`config.mk`:
```
export PLATFORM = sky130hd
export DESIGN_NAME = serial_subtractor_nbit
export DESIGN_NICKNAME = d
export VERILOG_FILES = /design/src/rtl/arith_pkg.sv /design/src/rtl/full_subtractor.sv /design/src/rtl/serial_subtractor_nbit.sv
export SDC_FILE = /design/constraint.sdc
export NUM_CORES = 1
export LEC_CHECK = 0
export ABC_AREA = 1
export CORE_ASPECT_RATIO = 0.5
export CORE_MARGIN = 2
export CORE_UTILIZATION = 53
export CTS_CLUSTER_DIAMETER = 100
export DETAILED_ROUTE_END_ITERATION = 7
export MAX_ROUTING_LAYER = met4
export PLACE_DENSITY = 0.79
export SLEW_MARGIN = 25
export SYNTH_ARGS = -nofsm -noshare
export SYNTH_HDL_FRONTEND = slang
export SYNTH_SLANG_ARGS = --single-unit
```
`constraint.sdc`:
```
create_clock -name clk -period 1.55 [get_ports clk]
set_input_delay 0.31 -clock clk [delete_from_list [all_inputs] [get_ports clk]]
set_output_delay 0.31 -clock clk [all_outputs]
set_load 0.03 [all_outputs]
```
`src/rtl/arith_pkg.sv`:
```
// Shared arithmetic definitions: serial-unit FSM encodings and a width helper.
package arith_pkg;

    typedef enum logic [1:0] {
        IDLE  = 2'd0,
        SHIFT = 2'd1,
        DONE  = 2'd2
    } serial_state_t;

    // Counter width for an n-step sequence; never narrower than one bit.
    function automatic int clog2_min1(input int n);
        return (n <= 2) ? 1 : $clog2(n);
    endfunction

endpackage

```
`src/rtl/full_subtractor.sv`:
```
// One-bit full subtractor: d = a - b - bin, bout set when the bit borrows.
module full_subtractor (
    input  logic a,
    input  logic b,
    input  logic bin,
    output logic d,
    output logic bout
);

    assign d    = a ^ b ^ bin;
    assign bout = (~a & b) | (~(a ^ b) & bin);

endmodule

```
`src/rtl/serial_subtractor_nbit.sv`:
```
// Bit-serial N-bit subtractor, LSB first, with start/busy/done handshake.
module serial_subtractor_nbit
    import arith_pkg::*;
#(
    parameter int N = 8
) (
    input  logic         clk,
    input  logic         rst,
    input  logic         start,
    input  logic [N-1:0] A,
    input  logic [N-1:0] B,
    input  logic         borrow_in,
    output logic         busy,
    output logic         done,
    output logic [N-1:0] diff,
    output logic         borrow_out,
    output logic         overflow
);

    localparam int CNT_W = clog2_min1(N);
    localparam logic [CNT_W-1:0] LAST = CNT_W'(N - 1);

    serial_state_t    state_reg;
    logic [N-1:0]     a_sh_reg;
    logic [N-1:0]     b_sh_reg;
    logic [N-1:0]     res_sh_reg;
    logic [N-1:0]     res_next;
    logic [CNT_W-1:0] cnt_reg;
    logic             br_reg;
    logic             br_next;
    logic             d_bit;
    logic             a_msb_reg;
    logic             b_msb_reg;
    logic             busy_reg;
    logic             done_reg;
    logic [N-1:0]     diff_reg;
    logic             borrow_out_reg;
    logic             overflow_reg;

    full_subtractor u_fs (
        .a    (a_sh_reg[0]),
        .b    (b_sh_reg[0]),
        .bin  (br_reg),
        .d    (d_bit),
        .bout (br_next)
    );

    assign res_next = {d_bit, res_sh_reg[N-1:1]};

    always_ff @(posedge clk or posedge rst) begin
        if (rst) begin
            state_reg      <= IDLE;
            a_sh_reg       <= '0;
            b_sh_reg       <= '0;
            res_sh_reg     <= '0;
            cnt_reg        <= '0;
            br_reg         <= 1'b0;
            a_msb_reg      <= 1'b0;
            b_msb_reg      <= 1'b0;
            busy_reg       <= 1'b0;
            done_reg       <= 1'b0;
            diff_reg       <= '0;
            borrow_out_reg <= 1'b0;
            overflow_reg   <= 1'b0;
        end else begin
            case (state_reg)
                IDLE, DONE: begin
                    done_reg <= 1'b0;
                    if (start) begin
                        a_sh_reg  <= A;
                        b_sh_reg  <= B;
                        br_reg    <= borrow_in;
                        a_msb_reg <= A[N-1];
                        b_msb_reg <= B[N-1];
                        cnt_reg   <= '0;
                        busy_reg  <= 1'b1;
                        state_reg <= SHIFT;
                    end else begin
                        busy_reg  <= 1'b0;
                        state_reg <= IDLE;
                    end
                end
                SHIFT: begin
                    a_sh_reg   <= a_sh_reg >> 1;
                    b_sh_reg   <= b_sh_reg >> 1;
                    res_sh_reg <= res_next;
                    br_reg     <= br_next;
                    cnt_reg    <= cnt_reg + 1'b1;
                    if (cnt_reg == LAST) begin
                        // Signed overflow uses the original operand MSBs, which have shifted out by now.
                        diff_reg       <= res_next;
                        borrow_out_reg <= br_next;
                        overflow_reg   <= (a_msb_reg ^ b_msb_reg) & (a_msb_reg ^ d_bit);
                        busy_reg       <= 1'b0;
                        done_reg       <= 1'b1;
                        state_reg      <= DONE;
                    end
                end
                default: begin
                    busy_reg  <= 1'b0;
                    done_reg  <= 1'b0;
                    state_reg <= IDLE;
                end
            endcase
        end
    end

    assign busy       = busy_reg;
    assign done       = done_reg;
    assign diff       = diff_reg;
    assign borrow_out = borrow_out_reg;
    assign overflow   = overflow_reg;

endmodule

```
==> results.ini <==
[outcome]
outcome=finished clean

[route]
drtIter0Drc=55
drt_pass1_iterations=4
postRouteAntennaNets=0
viasPerCell=4.79
vias=1561
routed_wl_microns=3760
drc=0
routedWlPerCell_microns=11.5

[synth]
ys.warnings.count=0
postSynthRegisterBits=42
synth_top_area_share_pct=53.0
avgSynthCellArea_sq_um=8.30
ys_seq_area_share_pct=53.0
synthesis.nets=262
netlist_area_sq_um=1980
synthCells=239
synthTopCellsByArea=dfrtp_1, nand2_1, inv_1
ys_types=20
synth_area_leader_cell=dfrtp_1

[floorplan]
ios=32
die_x_microns=90.5
start_util_pct=56.5
fp.dieH_microns=47.3
die_area_sq_um=4280
coreArea_sq_um=3510
row_count=15

[timing]
fin_skew_ns=0.00484
fin_setup_tns_ns=0
fmax_ghz=0.724
min_period_over_period_pct=89.1
hold_ws_ns=0.397
fin_crit_ns=1.38
worstMarginPinSlew_ns=0.313
slew_headroom_pct=79.2
finalHoldViolCount=0
grt_setup_unrepaired=no
finalMaxSlewViolations=0
finalSetupViolations=0

[layout]
final_util_pct=69.7
final_common_cell=nand2_1
drive_gt1_share_pct=10.9
final_cell_mix=nand2_1, inv_1, dfrtp_1
syn_to_final_growth_pct=23.3
fin_cells=326
nets=297
n_antenna_cell=0

[place]
io_buffers=31
dpl.hpwl_microns=2620
routabilityCongestion=0.760
place_inst=318

[global_routing]
grt_pass1_wl_microns=6110
grt_pass1_vias=1444
antenna_found_initial=0
grt_usage_pct=19.6
grt_max_degree=43
grt_overflow=0

[worst_setup_path]
timing.rr.start=b_sh_reg[0]
path_buf_inv=1
crit_arrival_ns=1.07
crit_cells=1
endpoint_kind=output pin
crit_path_max_incr_delay_ns=0.41
cp-startpoint=done
critPathMaxFanout=2
crit_slowest_cell=dlygate4sd2_1
worstPathRequired_ns=1.24
start_kind=flip-flop
r2r_slack_ns=0.17
critPathKind=flip-flop to output pin
rr_worst_depth=7
crit_chain=dlygate4sd2_1
critical_path.top_delay_family=buffers and inverters

[clock_network]
clock_path_buffers=2
post_cts_buffers=0
cts_tree=yes
clockRootBuffer=clkbuf_8
cts.clk_slew.worst_paths_ns=0.08
htreeDepth=2
cts_buffers=5
cts.sinks=42
cts-hold-fix-buffers=0
clk_latency_ns=0.29

[run]
max-cap-violations=0

[pwr]
ir_drop_v=0.00104
leakage_nw=1.35
powerDensity_nw_per_um2=2130
power_mw=5.21

[hold_path]
min_path_type=primary input to asynchronous set/reset pin

## what timing repair did
item	CTS	global route
endpoints found under the setup margin	12	0
gates resized for setup	12	0
endpoints found under the hold margin	0	0
## cell families after synthesis
| family | count (synthesis) | share of synthesized area, % |
|---|---|---|
| buffers and inverters | 55 | 12.2 |
| adders and majority gates | 3 | 2.27 |
| DFF | 42 | 53.0 |
| and+or+nand+nor | 119 | 26.0 |
| AOI/OAI and AO/OA | 20 | 6.56 |
## area by class of cell
type                            count  area (sq um)
Multi-Input combinational cell    142           691
Clock buffer                        6          72.6
Fill cell                         294          1060
Timing Repair Buffer               37           353
Sequential cell                    42          1050
Inverter                           46           178
Tap cell                           51          63.8
Clock inverter                      2          37.5
## where the power goes
| part | switching (mW) | internal [mW] |
|---|---|---|
| registers | 0.273 | 1.62 |
| clock network | 0.373 | 0.481 |
| logic | 1.58 | 0.876 |
## routing by layer
metal / vias up / global-route usage [%] / part of all wire (%)
met5: - / - / 0
met4: 0 / 6.77 / 1.1
met3: 5 / 5.30 / 3.9
met2: 29 / 34.9 / 46
met1: 735 / 22.5 / 49
li1: 792 / - / -
## synth_stat cells
cell,count
dfrtp_1,42
nor2_4,1
nand2_2,2
nand2_4,2
o21ai_2,8
a21oi_1,1
inv_1,43
ha_1,2
nand3_1,31
inv_4,2
buf_6,3
nor2_2,1
nor2_1,2
buf_4,1
clkbuf_1,2
nand2_1,80
fa_1,1
o21ai_0,11
buf_2,3
inv_2,1
## final timing paths
kind	endpoint
worst max-delay path	done
worst min-delay path	cnt_reg[1]
worst max register to register	overflow
worst min register to register	diff[0]
max in group asynchronous	a_sh_reg[0]
min in group clk	diff[0]
## per-stage QoR
step	setup WS [ns]	area, sq um
floorplan	0.266	1980
global placement	0.0734	2350
detailed placement	0.0282	2350
CTS	0.159	2450
global route	0.0869	2450
finish	0.170	2450
(Power assumes the default switching activity.)
==> variant: new RTL, config.mk and constraints unchanged <==
Change the parameter `N` from 8 to 16.
--- a/src/rtl/serial_subtractor_nbit.sv
+++ b/src/rtl/serial_subtractor_nbit.sv
@@ -3,5 +3,5 @@
     import arith_pkg::*;
 #(
-    parameter int N = 8
+    parameter int N = 16
 ) (
     input  logic         clk,
Ports: changed (resized A, B and diff); port bits go from 32 to 56. No check against the original RTL was run, so the function may have changed too.
==> variant against the unedited design <==
Synthesized area increased by 66%; core utilization is 0.80 points higher; global-route usage grew 0.89 points; sequential cell count increased by 33; setup slack lost 0.027 ns; power is 61% higher; via count increased by 70%; final area rose by 74%; clock skew up 0.0016 ns; wire length up 64%; largest power group is now sequential cells; highest routed layer unchanged.
==> variant: results (changes against the unedited design) <==
Layout Skew -> 0.00645 ns (+0.00162 ns)
Root Buffer -> sky130_fd_sc_hd__clkbuf_16
post-synthesis cell count -> 426 (+78%)
vias in the first global route -> 2385 (+65%)
Post-Synthesis Net Count -> 464 (+77%)
Initial DRC Count -> 142 (+160%)
post-synthesis sequential area ratio -> 57.1% (+4.1 points)
clock latency at the later pin of the worst-skew pair -> 0.33 ns (+0.04 ns)
smallest hold slack -> 0.441 ns (+0.0432 ns)
H-tree depth -> 3 (+1)
switching share of power -> 39.4% (-3.4 points)
HPWL reported at the end of detailed placement -> 3980 um (+52%)
number of vias per cell -> 4.56 (-4.8%)
clock input transition at the sequential cells of the worst setup and hold paths -> 0.06 ns (-0.02 ns)
commonest cells in the netlist -> 269 x sky130_fd_sc_hd__nand2_1, 75 x sky130_fd_sc_hd__dfrtp_1, 42 x sky130_fd_sc_hd__inv_1
largest net degree at the start of global routing -> 76 (+77%)
number of buffers added by the clock tree synthesis step -> 9 (+4)
first-pass GRT wire length -> 10500 um (+71%)
arrival time of the worst setup path -> 1.10 ns (+0.03 ns)
final core occ -> 70.5% (+0.80 points)
startpoint of the lowest-slack register-to-register path -> b_sh_reg[0]
final critical-path share of the clock period -> 90.8% (+1.7 points)
fraction of layout cells with a size suffix above 1 -> 7.30% (-3.6 points)
count of placed standard cells including taps -> 565 (+78%)
worst setup timing slack at the placement stage -> -0.0865 ns (-0.115 ns)
aggregate routed wire length -> 6160 um (+64%)
DP Area -> 0.00399 mm^2 (+70%)
area fraction in compound gates after synthesis -> 0.952% (-5.6 points)
part of the power in combinational logic -> 37.7% (-9.5 points)
number of nets in the final layout -> 526 (+77%)
Max rail drop VDD -> 0.767 mV (-26%)
number of vias in the routed layout -> 2649 (+70%)
leading cell types by total area after synthesis -> sky130_fd_sc_hd__dfrtp_1 57%, sky130_fd_sc_hd__nand2_1 31%, sky130_fd_sc_hd__inv_1 4.8%
part of the power in registers -> 39.8% (+3.4 points)
status -> completed
post-cts sizing count -> 20 (+8)
routability congestion estimate from global placement -> 0.763 (+0.33%)
count of input and output buffers -> 55 (+77%)
actual slew at the worst max-slew pin -> 0.379 ns (+0.0659 ns)
variant: changes by cell type after synthesis, moves of 2 or more:
cell / change
sky130_fd_sc_hd__inv_2: +2
sky130_fd_sc_hd__dfrtp_1: +33
sky130_fd_sc_hd__nand2_4: -2
sky130_fd_sc_hd__nand2_1: +189
sky130_fd_sc_hd__nand3_1: -25
sky130_fd_sc_hd__o21ai_2: -8
sky130_fd_sc_hd__buf_4: +3
sky130_fd_sc_hd__buf_2: +6
sky130_fd_sc_hd__inv_4: -2
sky130_fd_sc_hd__o21ai_0: -7
sky130_fd_sc_hd__buf_6: -3
variant: per-layer routing:
metal	global-route usage, %	vias up	wire length [um]
li1	-	1374	-
met5	-	-	0
met2	32.2	47	2870
met3	5.27	6	203
met4	7.57	0	76
met1	26.2	1222	3010
variant: area by class of cell:
class                   count  area share (%)
inverters                  45            4.12
clock inverters             6           0.912
clock buffers              10            5.62
well taps                  88            2.59
repair buffers             65            15.0
multi-input cells         292            27.6
flip-flops and latches     75            44.1
